## src/rtl/psram_req_arbiter_if.sv

```systemverilog
// Bundle of the two requester ports and the PSRAM controller native port.
interface psram_req_arbiter_if #(
    parameter int unsigned AW = 24
);
    // Requester M0 (data)
    logic          m0_req;
    logic          m0_wr;
    logic [AW-1:0] m0_addr;
    logic [2:0]    m0_size;
    logic [31:0]   m0_wdata;
    logic [31:0]   m0_rdata;
    logic          m0_done;

    // Requester M1 (instruction fetch)
    logic          m1_req;
    logic          m1_wr;
    logic [AW-1:0] m1_addr;
    logic [2:0]    m1_size;
    logic [31:0]   m1_wdata;
    logic [31:0]   m1_rdata;
    logic          m1_done;

    // Controller native port
    logic          ctrl_start;
    logic          ctrl_wr;
    logic [AW-1:0] ctrl_addr;
    logic [2:0]    ctrl_size;
    logic [31:0]   ctrl_wdata;
    logic [31:0]   ctrl_rdata;
    logic          ctrl_done;

    // Status
    logic          busy;
    logic          owner;

    // Arbiter side
    modport slave (
        input  m0_req, m0_wr, m0_addr, m0_size, m0_wdata,
        output m0_rdata, m0_done,
        input  m1_req, m1_wr, m1_addr, m1_size, m1_wdata,
        output m1_rdata, m1_done,
        output ctrl_start, ctrl_wr, ctrl_addr, ctrl_size, ctrl_wdata,
        input  ctrl_rdata, ctrl_done,
        output busy, owner
    );

    // Requester/controller side
    modport master (
        output m0_req, m0_wr, m0_addr, m0_size, m0_wdata,
        input  m0_rdata, m0_done,
        output m1_req, m1_wr, m1_addr, m1_size, m1_wdata,
        input  m1_rdata, m1_done,
        input  ctrl_start, ctrl_wr, ctrl_addr, ctrl_size, ctrl_wdata,
        output ctrl_rdata, ctrl_done,
        input  busy, owner
    );
endinterface

```

## src/rtl/psram_req_arbiter.sv

```systemverilog
// Two-requester arbiter/sequencer in front of the PSRAM controller native port.
// Latches the winning request, issues one start pulse, waits for done, returns
// data and a done pulse to the owner, then enforces an idle gap before the next grant.
module psram_req_arbiter #(
    parameter int unsigned AW         = 24,
    parameter int unsigned GAP_CYCLES = 2,
    parameter int unsigned FIXED_PRIO = 0
) (
    input logic               clk,
    input logic               rst,
    psram_req_arbiter_if.slave bus
);

    localparam int unsigned GapInit = (GAP_CYCLES > 0) ? GAP_CYCLES - 1 : 0;
    localparam logic [3:0]  GapLoad = GapInit[3:0];

    typedef enum logic [1:0] {StIdle, StIssue, StWait, StGap} state_e;

    state_e        state_q;
    logic [3:0]    gap_cnt_q;
    logic          rr_last_q;
    logic          owner_q;
    logic          ctrl_start_q;
    logic          ctrl_wr_q;
    logic [AW-1:0] ctrl_addr_q;
    logic [2:0]    ctrl_size_q;
    logic [31:0]   ctrl_wdata_q;
    logic [31:0]   m0_rdata_q;
    logic [31:0]   m1_rdata_q;
    logic          m0_done_q;
    logic          m1_done_q;

    logic          elig0;
    logic          elig1;
    logic          winner;
    logic          accept;

    // A requester whose done is currently pulsing has not yet had a chance to drop req.
    assign elig0 = bus.m0_req & ~m0_done_q;
    assign elig1 = bus.m1_req & ~m1_done_q;

    // Done arriving in the start cycle is honoured exactly like one arriving in WAIT.
    assign accept = bus.ctrl_done & ((state_q == StIssue) | (state_q == StWait));

    // Winner selection: fixed priority to M0, or round-robin away from the last grant.
    always_comb begin
        winner = 1'b0;
        if (elig0 && elig1) begin
            winner = (FIXED_PRIO != 0) ? 1'b0 : ~rr_last_q;
        end else if (elig1) begin
            winner = 1'b1;
        end
    end

    // Sequencer FSM with all outputs registered.
    always_ff @(posedge clk or posedge rst) begin
        if (rst) begin
            state_q      <= StIdle;
            gap_cnt_q    <= 4'd0;
            rr_last_q    <= 1'b1;
            owner_q      <= 1'b0;
            ctrl_start_q <= 1'b0;
            ctrl_wr_q    <= 1'b0;
            ctrl_addr_q  <= '0;
            ctrl_size_q  <= 3'd0;
            ctrl_wdata_q <= 32'd0;
            m0_rdata_q   <= 32'd0;
            m1_rdata_q   <= 32'd0;
            m0_done_q    <= 1'b0;
            m1_done_q    <= 1'b0;
        end else begin
            ctrl_start_q <= 1'b0;
            m0_done_q    <= 1'b0;
            m1_done_q    <= 1'b0;

            case (state_q)
                StIdle: begin
                    if (elig0 || elig1) begin
                        state_q      <= StIssue;
                        ctrl_start_q <= 1'b1;
                        owner_q      <= winner;
                        rr_last_q    <= winner;
                        ctrl_wr_q    <= winner ? bus.m1_wr    : bus.m0_wr;
                        ctrl_addr_q  <= winner ? bus.m1_addr  : bus.m0_addr;
                        ctrl_size_q  <= winner ? bus.m1_size  : bus.m0_size;
                        ctrl_wdata_q <= winner ? bus.m1_wdata : bus.m0_wdata;
                    end
                end
                StIssue: begin
                    state_q <= StWait;
                end
                StWait: begin
                    state_q <= StWait;
                end
                StGap: begin
                    if (gap_cnt_q == 4'd0) begin
                        state_q <= StIdle;
                    end else begin
                        gap_cnt_q <= gap_cnt_q - 4'd1;
                    end
                end
                default: begin
                    state_q <= StIdle;
                end
            endcase

            // Completion overrides the ISSUE->WAIT step above.
            if (accept) begin
                state_q   <= (GAP_CYCLES == 0) ? StIdle : StGap;
                gap_cnt_q <= GapLoad;
                if (owner_q) begin
                    m1_done_q <= 1'b1;
                    if (!ctrl_wr_q) begin
                        m1_rdata_q <= bus.ctrl_rdata;
                    end
                end else begin
                    m0_done_q <= 1'b1;
                    if (!ctrl_wr_q) begin
                        m0_rdata_q <= bus.ctrl_rdata;
                    end
                end
            end
        end
    end

    assign bus.ctrl_start = ctrl_start_q;
    assign bus.ctrl_wr    = ctrl_wr_q;
    assign bus.ctrl_addr  = ctrl_addr_q;
    assign bus.ctrl_size  = ctrl_size_q;
    assign bus.ctrl_wdata = ctrl_wdata_q;
    assign bus.m0_rdata   = m0_rdata_q;
    assign bus.m1_rdata   = m1_rdata_q;
    assign bus.m0_done    = m0_done_q;
    assign bus.m1_done    = m1_done_q;
    assign bus.owner      = owner_q;
    assign bus.busy       = (state_q != StIdle);

endmodule

```

## src/flat_wrapper.sv

```systemverilog
// flat-port wrapper written by rule: the top's interface ports become plain ports
module psram_req_arbiter_flat 
#(
    parameter int unsigned AW         = 24,
    parameter int unsigned GAP_CYCLES = 2,
    parameter int unsigned FIXED_PRIO = 0
)
  (clk, rst, bus_m0_req, bus_m0_wr, bus_m0_addr, bus_m0_size, bus_m0_wdata, bus_m0_rdata, bus_m0_done, bus_m1_req, bus_m1_wr, bus_m1_addr, bus_m1_size, bus_m1_wdata, bus_m1_rdata, bus_m1_done, bus_ctrl_start, bus_ctrl_wr, bus_ctrl_addr, bus_ctrl_size, bus_ctrl_wdata, bus_ctrl_rdata, bus_ctrl_done, bus_busy, bus_owner);
  psram_req_arbiter_if #(.AW(AW)) bus_i ();
  input logic clk;
  input logic rst;
  input wire logic [$bits(bus_i.m0_req)-1:0] bus_m0_req;
  input wire logic [$bits(bus_i.m0_wr)-1:0] bus_m0_wr;
  input wire logic [$bits(bus_i.m0_addr)-1:0] bus_m0_addr;
  input wire logic [$bits(bus_i.m0_size)-1:0] bus_m0_size;
  input wire logic [$bits(bus_i.m0_wdata)-1:0] bus_m0_wdata;
  output wire logic [$bits(bus_i.m0_rdata)-1:0] bus_m0_rdata;
  output wire logic [$bits(bus_i.m0_done)-1:0] bus_m0_done;
  input wire logic [$bits(bus_i.m1_req)-1:0] bus_m1_req;
  input wire logic [$bits(bus_i.m1_wr)-1:0] bus_m1_wr;
  input wire logic [$bits(bus_i.m1_addr)-1:0] bus_m1_addr;
  input wire logic [$bits(bus_i.m1_size)-1:0] bus_m1_size;
  input wire logic [$bits(bus_i.m1_wdata)-1:0] bus_m1_wdata;
  output wire logic [$bits(bus_i.m1_rdata)-1:0] bus_m1_rdata;
  output wire logic [$bits(bus_i.m1_done)-1:0] bus_m1_done;
  output wire logic [$bits(bus_i.ctrl_start)-1:0] bus_ctrl_start;
  output wire logic [$bits(bus_i.ctrl_wr)-1:0] bus_ctrl_wr;
  output wire logic [$bits(bus_i.ctrl_addr)-1:0] bus_ctrl_addr;
  output wire logic [$bits(bus_i.ctrl_size)-1:0] bus_ctrl_size;
  output wire logic [$bits(bus_i.ctrl_wdata)-1:0] bus_ctrl_wdata;
  input wire logic [$bits(bus_i.ctrl_rdata)-1:0] bus_ctrl_rdata;
  input wire logic [$bits(bus_i.ctrl_done)-1:0] bus_ctrl_done;
  output wire logic [$bits(bus_i.busy)-1:0] bus_busy;
  output wire logic [$bits(bus_i.owner)-1:0] bus_owner;
  assign bus_i.m0_req = bus_m0_req;
  assign bus_i.m0_wr = bus_m0_wr;
  assign bus_i.m0_addr = bus_m0_addr;
  assign bus_i.m0_size = bus_m0_size;
  assign bus_i.m0_wdata = bus_m0_wdata;
  assign bus_m0_rdata = bus_i.m0_rdata;
  assign bus_m0_done = bus_i.m0_done;
  assign bus_i.m1_req = bus_m1_req;
  assign bus_i.m1_wr = bus_m1_wr;
  assign bus_i.m1_addr = bus_m1_addr;
  assign bus_i.m1_size = bus_m1_size;
  assign bus_i.m1_wdata = bus_m1_wdata;
  assign bus_m1_rdata = bus_i.m1_rdata;
  assign bus_m1_done = bus_i.m1_done;
  assign bus_ctrl_start = bus_i.ctrl_start;
  assign bus_ctrl_wr = bus_i.ctrl_wr;
  assign bus_ctrl_addr = bus_i.ctrl_addr;
  assign bus_ctrl_size = bus_i.ctrl_size;
  assign bus_ctrl_wdata = bus_i.ctrl_wdata;
  assign bus_i.ctrl_rdata = bus_ctrl_rdata;
  assign bus_i.ctrl_done = bus_ctrl_done;
  assign bus_busy = bus_i.busy;
  assign bus_owner = bus_i.owner;
  psram_req_arbiter #(.AW(AW), .GAP_CYCLES(GAP_CYCLES), .FIXED_PRIO(FIXED_PRIO)) u_core (.clk(clk), .rst(rst), .bus(bus_i));
endmodule
```

## config.mk

```make
export PLATFORM = sky130hd
export DESIGN_NAME = psram_req_arbiter_flat
export DESIGN_NICKNAME = d
export VERILOG_FILES = /design/src/rtl/psram_req_arbiter_if.sv /design/src/rtl/psram_req_arbiter.sv /design/src/flat_wrapper.sv
export SDC_FILE = /design/constraint.sdc
export NUM_CORES = 1
export LEC_CHECK = 0
export BUFFER_PORTS_ARGS = -buffer_cell sky130_fd_sc_hd__buf_2
export CELL_PAD_IN_SITES_DETAIL_PLACEMENT = 1
export CELL_PAD_IN_SITES_GLOBAL_PLACEMENT = 1
export CORE_MARGIN = 5
export CORE_UTILIZATION = 35
export CTS_CLUSTER_DIAMETER = 150
export DETAILED_ROUTE_END_ITERATION = 16
export HOLD_SLACK_MARGIN = 0.1
export PLACE_DENSITY_LB_ADDON = 0.1
export RECOVER_POWER = 50
export SLEW_MARGIN = 20
export SYNTH_ARGS = -nofsm -noshare
export SYNTH_HDL_FRONTEND = slang
export SYNTH_SLANG_ARGS = --single-unit
```

## constraint.sdc

```tcl
create_clock -name clk -period 5.4 [get_ports clk]
set_input_delay 0.54 -clock clk [delete_from_list [all_inputs] [get_ports clk]]
set_output_delay 0.54 -clock clk [all_outputs]
set_load 0.01 [all_outputs]
```

==> results.cfg <==
[cells_and_area]
final_area_um2 = 8787
nets = 958
area_delta_synth_final_pct = 28.23
drive_gt1_share_pct = 38.47
fillers = 2224

[logic_synthesis]
ys_ff_latch = 135
ys_warn_count = 0
yosysSeqAreaShare_pct = 49.32
ys.flop_type = dfrtp_1
syn_inst = 549
postSynth.asyncResetShare_pct = 100.0
synth_edf_count = 0
syn_nets = 709
syn_area_um2 = 6853
avgSynthCellArea_um2 = 12.48
synth_cell_type_count = 46

[clock_tree]
clk_latency_ns = 0.42
postCtsResizedCells = 0
cts_buffer_depth = 2
cts_tree = done
htreeDepth = 4
clk_pin_slew_ns = 0.06
postCtsHoldBufs = 0
root_buffer = clkbuf_16
clkSinkCount = 135
cts_setup_buffers = 0
numCtsBuffers = 17

[detailed_routing]
ant_nets = 0
highest_layer = met5
wl_met2_mm = 11.56
viasPerCell = 5.445
drc = 0
num_vias = 5892
route.met3.wl_mm = 1.874
drt-met1-wl_mm = 9.361
drt_pass1_iterations = 4
wl_mm = 23.12
detail_route.wl_per_cell_um = 21.37
drtIter0Drc = 207

[global_route]
grt_pass1_vias = 6641
grt_pass1_wl_mm = 36.71
gr-usage-all-layers_pct = 20.54
grt_max_degree = 99
antenna_found_initial = 7
grt_overflow = 0

[place]
io_buffers = 285
gp_congestion = 0.7720
post-place-ws_ns = 2.436
postPlaceCellArea_um2 = 8310
hpwlAfterDp_mm = 15.52

[timing]
worst_pin_slew_ns = 1.006
totalNegativeSetupSlack_ns = 0
fmax_mhz = 339.0
setup_viol_count_final = 0
skew_ns = 0.007921
rsz0062_at_grt = false
setup_ws_ns = 2.450
finalCritPeriodShare_pct = 54.63
drv_slew = 0
hold_viol_final = 0
period_needed_ns = 2.950
relSlewSlack_pct = 32.92

[die]
rows = 51
boundaryPins = 286
initial_core_util_pct = 35.33
die_area_um2 = 22480
core_um2 = 19400
die_y_um = 149.9
die_x_um = 149.9

[setup_path]
crit_required_ns = 5.73
end_kind = register
critPathKind = reg2reg
path_max_fanout = 69
cp-start-kind = register
cp.arrival_ns = 3.28

[pwr]
power_density_nw_per_um2 = 607.1
p_leak_uw = 0.003965
vdd_ir_drop_max_uv = 228.1
p_total_uw = 5335

[run]
cap_violations = 0

[hold_path]
hold_path.class = in2async

[status]
status = complete, no violations
## stage by stage
stage                     utilization (%)  hold slack (ns)  cells
after floorplan                         -           0.5284    549
after global placement              42.84           0.4688   1044
after detailed placement            42.84           0.4831   1044
after CTS                           45.89           0.3386   1076
after global routing                45.26           0.3409   1079
final                               45.30           0.3349   1082
## power breakdown
part | switching [uW] | internal (uW)
Combinational | 1230 | 1050
Sequential | 340 | 1530
Clock | 492 | 693
Total | 2070 | 3270
## critical path, stage by stage, from the launching register on
cell and delay (ns):
dfrtp_2 1.02, nand2b_4 0.65, buf_4 0.70, o21ai_0 0.20, a2bb2oi_1 0.20
## Yosys cell counts, types with 6 or more instances
master     number  share of area (%)
mux2_2         42                6.9
buf_6          13                2.1
a2bb2oi_1      60                7.7
clkbuf_1       34                1.9
a221oi_2       13                2.8
inv_1           6               0.33
o21ai_0        51                3.7
and3b_1        61                7.8
a221oi_1       47                6.0
o21ai_1        10               0.73
buf_4           7               0.77
dfrtp_1       134                 49
mux2_4         20                4.4
buf_2           7               0.51
## layout by cell type, fill, tap and decap left out, types with 2 or more instances in the layout
cell type and n:
dfrtp_1 133, inv_1 5, o211ai_1 3, nor2_1 2, mux2_1 2, o21ai_0 51
diode_2 6, mux2_4 20, clkbuf_1 101, o21ai_1 10, o41ai_1 2, buf_4 8
a21oi_1 3, mux2_2 42, clkbuf_16 17, bufinv_16 2, a221oi_2 13, a221oi_1 47
buf_2 185, inv_6 7, a22o_1 2, nor3_1 3, ha_1 3, clkinvlp_4 4
a2bb2oi_1 60, and3b_1 60
## cell type report
cell class / instances / area (um^2) / share of cell area, %
Antenna cell: 6 / 15.01 / 0.1709
Clock buffer: 18 / 429.2 / 4.884
Clock inverter: 14 / 162.7 / 1.851
Inverter: 8 / 36.28 / 0.4129
Multi-Input combinational cell: 343 / 3070 / 34.94
Sequential cell: 135 / 3381 / 38.47
Tap cell: 265 / 331.6 / 3.773
Timing Repair Buffer: 293 / 1361 / 15.49
## cells by family after synthesis
logic type | after synthesis | share of synthesized area, %
muxes | 64 | 11.61
xor gates and xnor gates | 1 | 0.1278
and+or+nand+nor | 79 | 9.896
adders and majority gates | 3 | 0.5478
DFF | 135 | 49.32
buffers and inverters | 71 | 5.861
AOI/OAI and AO/OA | 196 | 22.64
## path summary, 6_finish.rpt
check / start / endpoint / slack, ns / depth (start not counted)
min reg2reg: u_core.bus.m0_rdata[24] / u_core.bus.m0_rdata[24] / 0.50 / 1
max reg2reg: u_core.bus.m1_done / u_core.bus.ctrl_addr[18] / 2.45 / 4
min: rst / u_core.bus.m1_rdata[11] / 0.33 / 2
min in group clk: bus_ctrl_rdata[24] / u_core.bus.m0_rdata[24] / 0.36 / 2
max: u_core.bus.m1_done / u_core.bus.ctrl_addr[18] / 2.45 / 4
max in group asynchronous: rst / u_core.bus.ctrl_wdata[23] / 3.93 / 3
## layer usage
layer  up-vias  GRT usage (%)
met5         -              0
met4         8          6.084
met3        35          7.662
met2       198          34.42
met1      3002          24.69
li1       2649              -
## state kept, by name (all words and copies together), names as in the netlist, 2 cells and up
| register | flops |
|---|---|
| u_core.bus.ctrl_size | 3 |
| u_core.bus.m1_rdata | 32 |
| u_core.bus.m0_rdata | 32 |
| u_core.state_q | 2 |
| u_core.bus.ctrl_addr | 24 |
| u_core.gap_cnt_q | 4 |
| u_core.bus.ctrl_wdata | 32 |
(Power assumes the default switching activity.)
